**config.mk**
```make
export PLATFORM = sky130hd
export DESIGN_NAME = pipe_reg_elastic
export DESIGN_NICKNAME = d
export VERILOG_FILES = /design/src/rtl/pipe_reg_elastic.sv
export SDC_FILE = /design/constraint.sdc
export NUM_CORES = 1
export LEC_CHECK = 0
export ABC_AREA = 1
export CORE_UTILIZATION = 45
export CTS_CLUSTER_DIAMETER = 80
export DETAILED_ROUTE_END_ITERATION = 6
export DONT_BUFFER_PORTS = 1
export GPL_TIMING_DRIVEN = 1
export HOLD_SLACK_MARGIN = 0.06
export SYNTH_ARGS = -nofsm -noshare
export SYNTH_HDL_FRONTEND = slang
export SYNTH_SLANG_ARGS = --single-unit
```
**constraint.sdc**
```tcl
create_clock -name clk -period 1.26 [get_ports clk]
set_input_delay 0.063 -clock clk [delete_from_list [all_inputs] [get_ports clk]]
set_output_delay 0.063 -clock clk [all_outputs]
set_load 0.005 [all_outputs]
```
**src/rtl/pipe_reg_elastic.sv**
```systemverilog
// rtl/pipe_reg_elastic.sv - elastic DEPTH-stage pipeline register with optional skid slot
// Empty stages always load, so bubbles collapse; clear flushes valid state only.
module pipe_reg_elastic #(
  parameter  int WIDTH = 8,
  parameter  int DEPTH = 2,
  parameter  int SKID  = 1,
  localparam int CW    = $clog2(DEPTH + 2)
) (
  input  logic             clk,
  input  logic             reset_n,
  input  logic             clear,
  input  logic             in_valid,
  output logic             in_ready,
  input  logic [WIDTH-1:0] in_data,
  output logic             out_valid,
  input  logic             out_ready,
  output logic [WIDTH-1:0] out_data,
  output logic [CW-1:0]    count
);

  logic [DEPTH-1:0] v_q, v_d;
  logic [WIDTH-1:0] d_q [DEPTH];
  logic [WIDTH-1:0] d_d [DEPTH];
  logic [CW-1:0]    count_q, count_d;

  logic [DEPTH-1:0] rdy;
  logic [DEPTH-1:0] stg_v;
  logic [WIDTH-1:0] stg_d [DEPTH];
  logic             src_v;
  logic [WIDTH-1:0] src_d;
  logic             in_hs;
  logic             out_hs;

  // rdy[i]: some stage at or after i is empty, or the sink takes the last word
  always_comb begin
    for (int i = 0; i < DEPTH; i++) begin
      rdy[i] = out_ready;
      for (int j = i; j < DEPTH; j++) begin
        if (!v_q[j]) rdy[i] = 1'b1;
      end
    end
  end

  assign out_valid = v_q[DEPTH-1] & ~clear;
  assign out_data  = d_q[DEPTH-1];
  assign count     = count_q;
  assign in_hs     = in_valid & in_ready;
  assign out_hs    = out_valid & out_ready;

  if (SKID != 0) begin : g_skid
    logic             sv_q, sv_d;
    logic [WIDTH-1:0] sd_q, sd_d;

    // Registered ready: the skid slot absorbs the word taken while S0 was blocked
    assign in_ready = reset_n & ~clear & ~sv_q;
    assign src_v    = sv_q | in_hs;
    assign src_d    = sv_q ? sd_q : in_data;

    always_comb begin
      sv_d = sv_q;
      sd_d = sd_q;
      if (clear || rdy[0]) begin
        sv_d = 1'b0;
      end else if (in_hs) begin
        sv_d = 1'b1;
        sd_d = in_data;
      end
    end

    always_ff @(posedge clk or negedge reset_n) begin
      if (!reset_n) begin
        sv_q <= 1'b0;
        sd_q <= '0;
      end else begin
        sv_q <= sv_d;
        sd_q <= sd_d;
      end
    end
  end else begin : g_direct
    assign in_ready = reset_n & ~clear & rdy[0];
    assign src_v    = in_hs;
    assign src_d    = in_data;
  end

  always_comb begin
    stg_v[0] = src_v;
    stg_d[0] = src_d;
    for (int i = 1; i < DEPTH; i++) begin
      stg_v[i] = v_q[i-1];
      stg_d[i] = d_q[i-1];
    end
  end

  always_comb begin
    v_d = v_q;
    for (int i = 0; i < DEPTH; i++) begin
      d_d[i] = d_q[i];
      if (rdy[i]) begin
        v_d[i] = stg_v[i];
        if (stg_v[i]) d_d[i] = stg_d[i];
      end
    end
    if (clear) v_d = '0;
  end

  always_comb begin
    count_d = count_q;
    if (clear) begin
      count_d = '0;
    end else if (in_hs && !out_hs) begin
      count_d = count_q + CW'(1);
    end else if (out_hs && !in_hs) begin
      count_d = count_q - CW'(1);
    end
  end

  always_ff @(posedge clk or negedge reset_n) begin
    if (!reset_n) begin
      v_q     <= '0;
      count_q <= '0;
      for (int i = 0; i < DEPTH; i++) d_q[i] <= '0;
    end else begin
      v_q     <= v_d;
      count_q <= count_d;
      for (int i = 0; i < DEPTH; i++) d_q[i] <= d_d[i];
    end
  end

endmodule

```
==> results_dict.tcl, run 1 <==
set metrics [dict create \
    arrival_ns 1.39 \
    switching_share 0.2641 \
    core_area_um2 2829 \
    preCtsSetupSlack_ns 0.03494 \
    setup_viol 0 \
    yosys.area.top_type "dfrtp_1" \
    final_common_cell "nand2_1" \
    synth_compound_area_frac 0.1171 \
    synthAdderAreaFrac 0 \
    initial_core_util 0.4834 \
    synthMuxAreaShare 0.06587 \
    postCtsSetupBuffers 0 \
    antenna_found_initial 0 \
    fin_skew_ns 0.009916 \
    critPathCaptureType "flip-flop" \
    viasPerCell 5.086 \
    track_usage 0.1571 \
    cp_max_fo 8 \
    clkLatencyLatePin_ns 0.32 \
    cts_num_sinks 29 \
    grt_pass1_vias 876 \
    cts_buffers 5 \
    crit_type "reg2reg" \
    hold_path_class "in2reg" \
    ys_ff_latch 29 \
    syn2layout_area_growth_pct 17.93 \
    yosysWarnings 0 \
    max_clock_freq_mhz 847.3 \
    place_hpwl_mm 1.470 \
    tightest_slew_ns 0.6438 \
    gp_congestion 0.7333 \
    finalMaxSlewViolations 0 \
    antenna_left 0 \
    cts.reportedPaths.clkPinSlew_ns 0.09 \
    intPower_uw 1501 \
    syn-num-nets 154 \
    synth-simple-area-share 0.1766 \
    status "finished with violations" \
    final-hold-violation-count 1 \
    cts-root-buf "clkbuf_4" \
    nets 169 \
    power_frac_seq 0.576 \
    vias 951 \
    p_switching_uw 538.4 \
    fin_cells 187 \
    syn_area_um2 1368 \
    finalCriticalPeriod_ns 1.180 \
    wirelength_mm 2.414 \
    power_density_nw_per_um2 1264 \
    required_ns 1.47 \
    port_buffers 0 \
    die-area_um2 3263 \
    grt_max_degree 31 \
    die_x_um 57.13 \
    row_count 19 \
    cts_tree "yes" \
    grt-ovfl-total 0 \
    wl_per_cell_um 12.91 \
    antenna_cells 0 \
    layout_setup_ws_ns 0.07978 \
    p_total_uw 2039 \
    synth_top_family_by_area "simple AND/OR/NAND/NOR gates" \
    synth_cell_types 21 \
    fin_crit_sh 0.9367 \
    layout_common_cells "nand2_1, dfrtp_1, dlygate4sd3_1" \
    ir_drop_uv 616.7 \
    maxCapViolCount 0 \
    yosysSeqAreaShare 0.5306 \
    p_leak_uw 0.0008060 \
    grt_pass1_wl_mm 3.857 \
    power_frac_comb 0.150 \
    h-tree-depth 2 \
    syn_area_per_cell_um2 9.699 \
    synth_area_leaders "dfrtp_1, nand2_1, mux2_2, o21ai_2, buf_4" \
    violations "design-rule violations, negative hold slack" \
    ios 25 \
    dpl.cell_count 163 \
    slew-limit-headroom 0.5694 \
    drive_gt1_frac 0.2372 \
    synth_top_area_frac 0.5306 \
    die_h_um 57.13 \
    cts_buffer_depth 2 \
    drt_iter0_drc 28 \
    netlist_instances 141 \
    synth_xor_area_frac 0.006404 \
    start_kind "flip-flop" \
    pwr-share-clk 0.274 \
    timing.hold.ws_ns -0.1750 \
    drc 3 \
    dr.pass1.iters 6 \
]
[critical path, cell delays in order (launching register included)]
cell,delay (ns)
dfrtp_1,0.40
nand3_1,0.16
nor2_4,0.20
nand3_4,0.15
nand2_1,0.11
o21ai_2,0.05
[per-stage QoR]
stage | util | instance area, um^2 | TNS, ns
floorplan | - | 1368 | 0
global placement | 0.4719 | 1335 | 0
detailed placement | 0.4719 | 1335 | 0
CTS | 0.5444 | 1540 | 0
global route | 0.5701 | 1613 | -0.002952
finish | 0.5701 | 1613 | 0
[power by group through the flow]
stage	combinational (uW)	clock [uW]	sequential, uW
6_report	306	559	1170
5_1_grt	354	619	1190
3_5_place_dp	232	0	1200
4_1_cts	293	567	1180
3_3_place_gp	220	0	1190
2_1_floorplan	327	0	1150
[layout make-up]
class	instances	area [um^2]
clock buffer	7	55.05
fill	261	1216
tap	31	38.79
multi-input combinational	88	535.5
timing repair buffer	18	202.7
inverter	14	55.05
sequential	29	725.7
[state kept, by name, summed over array words and instances, names as in the netlist]
register     count
d_q              8
g_skid.sd_q      8
out_data         8
count            2
v_q              2
g_skid.sv_q      1
[Yosys cell counts (all sizes together)]
cell type,instances
buf,10
clkbuf,1
dfrtp,29
inv,14
mux2,8
nand2,38
nand3,7
nand4,2
nor2,5
o21ai,26
xor2,1
[worst paths after layout]
check,from,to,slack (ns),cells after the start
setup / recovery,v_q[1],g_skid.sd_q[4],0.08,5
hold / removal,clear,v_q[1],-0.17,1
setup reg to reg,v_q[1],g_skid.sd_q[4],0.08,5
hold reg to reg,g_skid.sd_q[7],g_skid.sd_q[7],0.48,2
max in group asynchronous,reset_n,d_q[11],0.27,3
min in group asynchronous,reset_n,v_q[1],0.45,3
[cell families after synthesis]
kind of cell,Yosys count
AND/OR/NAND/NOR,52
flip-flops,29
AO/OA/AOI/OAI,26
buffers and inverters,25
multiplexers,8
XOR/XNOR,1
[timing repair]
| action | in CTS | in global routing |
|---|---|---|
| resized for setup | 0 | 8 |
| endpoints found under the setup margin | 0 | 25 |
| hold buffers | 14 | 2 |
| hold endpoints to repair | 46 | 30 |
[routing by layer]
metal	up-vias	wire, um	track usage
met5	-	0	0
met4	0	59	0.05226
met3	6	106	0.06122
met2	21	1033	0.2319
met1	435	1214	0.2127
li1	489	-	-
Power figures use the tool's default switching activity.
==> run 2: changes to the inputs <==
GPL_TIMING_DRIVEN = 0   (was 1)
HOLD_SLACK_MARGIN = default   (was 0.06)
==> run 2 against run 1 <==
Net effect: non-clock buffer count increased by 5; final area increased by 1.6%; the run ends with design-rule violations left; first-iteration DRC count decreased by 32%; register-to-register slack got worse by 0.05 ns; sequential cell count unchanged; critical endpoint is now g_skid.sd_q[7]; largest power group unchanged; highest routed layer unchanged; via count increased by 1.3%; utilization increased by 0.88 points.
==> results_dict.tcl, run 2 (same netlist as run 1, synthesis figures left out) <==
set metrics [dict create \
    status "finished with violations" \
    violations "design-rule violations" \
    die_x_um 57.13 \
    cts_buffers 5 \
    grt_pass1_vias 1002 \
    viasPerCell 5.016 \
    critPathLaunch "v_q[0]" \
    dr.pass1.iters 6 \
    grt-ovfl-total 0 \
    grt_max_degree 30 \
    slew-limit-headroom 0.7818 \
    fin_util 0.5789 \
    power_frac_seq 0.523 \
    max_clock_freq_mhz 816.1 \
    nets 173 \
    antenna_left 0 \
    start_kind "flip-flop" \
    p_leak_uw 0.0008331 \
    dpl.cell_count 172 \
    track_usage 0.1816 \
    power_density_nw_per_um2 1354 \
    syn2layout_area_growth_pct 19.76 \
    rsz0062_at_grt "yes" \
    p_switching_uw 577.5 \
    final-hold-violation-count 0 \
    core_area_um2 2829 \
    cp_max_fo 10 \
    antenna_found_initial 0 \
    ir_drop_uv 655.3 \
    critPathCaptureType "flip-flop" \
    cts.reportedPaths.clkPinSlew_ns 0.09 \
    nFillCells 260 \
    vias 963 \
    port_buffers 0 \
    fin_crit_sh 0.9725 \
    gp_congestion 0.7558 \
    hold_path_class "in2reg" \
    final_common_cell "nand2_1" \
    min_from "in_valid" \
    ios 25 \
    intPower_uw 1640 \
    required_ns 1.48 \
    cts_buffer_depth 2 \
    final_area_um2 1638 \
    finalMaxSlewViolations 0 \
    wirelength_mm 2.322 \
    setup_viol 0 \
    fin_skew_ns 0.005170 \
    h-tree-depth 2 \
    switching_share 0.2605 \
    cts-root-buf "clkbuf_4" \
    die_h_um 57.13 \
    tightest_slew_ns 0.3273 \
    postCtsSetupBuffers 0 \
    grt_pass1_wl_mm 4.422 \
    crit_type "reg2reg" \
    maxCapViolCount 0 \
    clkLatencyLatePin_ns 0.32 \
    layout_common_cells "nand2_1, dfrtp_1, inv_1" \
    cts_num_sinks 29 \
    placed_area_um2 1406 \
    finalCriticalPeriod_ns 1.225 \
    r2r-start "v_q[0]" \
    die-area_um2 3263 \
    multiInputGateArea_um2 528.0 \
    fin_cells 192 \
    register_area_um2 726.9 \
    antenna_cells 0 \
    drt_iter0_drc 19 \
    drive_gt1_frac 0.2857 \
    place_hpwl_mm 1.595 \
    drc 2 \
    power_frac_comb 0.189 \
    row_count 19 \
    initial_core_util 0.4834 \
    cts_tree "yes" \
    pwr-share-clk 0.288 \
    arrival_ns 1.45 \
    wl_per_cell_um 12.09 \
]
[run 2: critical path: stages, from the launching register on]
cell and delay [ns]:
dfrtp_1 0.43, nand3_4 0.13, nor2_4 0.15, nand3_4 0.12, buf_6 0.18, nand2_1 0.07
o21ai_2 0.05
[run 2: cell type report]
type	instances	share of cell area
Sequential cell	29	0.4439
Multi-Input combinational cell	87	0.3224
Timing Repair Buffer	13	0.08709
Buffer	10	0.04660
Clock buffer	7	0.03973
Inverter	14	0.03361
Tap cell	31	0.02368
Clock inverter	1	0.003056
[run 2: repair_timing]
action,in CTS,in global routing
gates resized for setup,2,8
pin swaps,1,4
endpoints found under the setup margin,4,25
hold buffers,13,0
hold endpoints to repair,42,0
[run 2: per-stage QoR]
step	TNS [ns]	total power (uW)	setup WS, ns	hold WS (ns)
final	0	2217	0.03460	0.05818
after global routing	-0.04043	2370	-0.02360	0.08646
after CTS	0	2240	0.002776	0.04034
after detailed placement	-0.03044	1542	-0.01695	-0.2316
after global placement	0	1521	0.01826	-0.2316
after floorplan	0	1480	0.1180	-0.2326
[run 2: worst paths after layout]
check,end,slack (ns),cells after the start
min in group asynchronous,d_q[11],0.18,2
max reg2reg,g_skid.sd_q[7],0.03,6
max,g_skid.sd_q[7],0.03,6
min,count[1],0.06,3
max in group asynchronous,v_q[1],0.91,2
min reg2reg,g_skid.sd_q[2],0.49,2
[run 2: power groups by stage]
stage	combinational, uW	clock [uW]	sequential (uW)
finish	419	638	1160
CTS	422	658	1160
floorplan	327	0	1150
detailed placement	363	0	1180
global route	480	709	1180
global placement	351	0	1170
[run 2: metal layers]
| layer | up-vias | GRT usage | part of all wire |
|---|---|---|---|
| li1 | 496 | - | - |
| met2 | 20 | 0.2773 | 0.45 |
| met4 | 0 | 0.06272 | 0.012 |
| met5 | - | 0 | 0 |
| met1 | 443 | 0.2389 | 0.50 |
| met3 | 4 | 0.06803 | 0.038 |
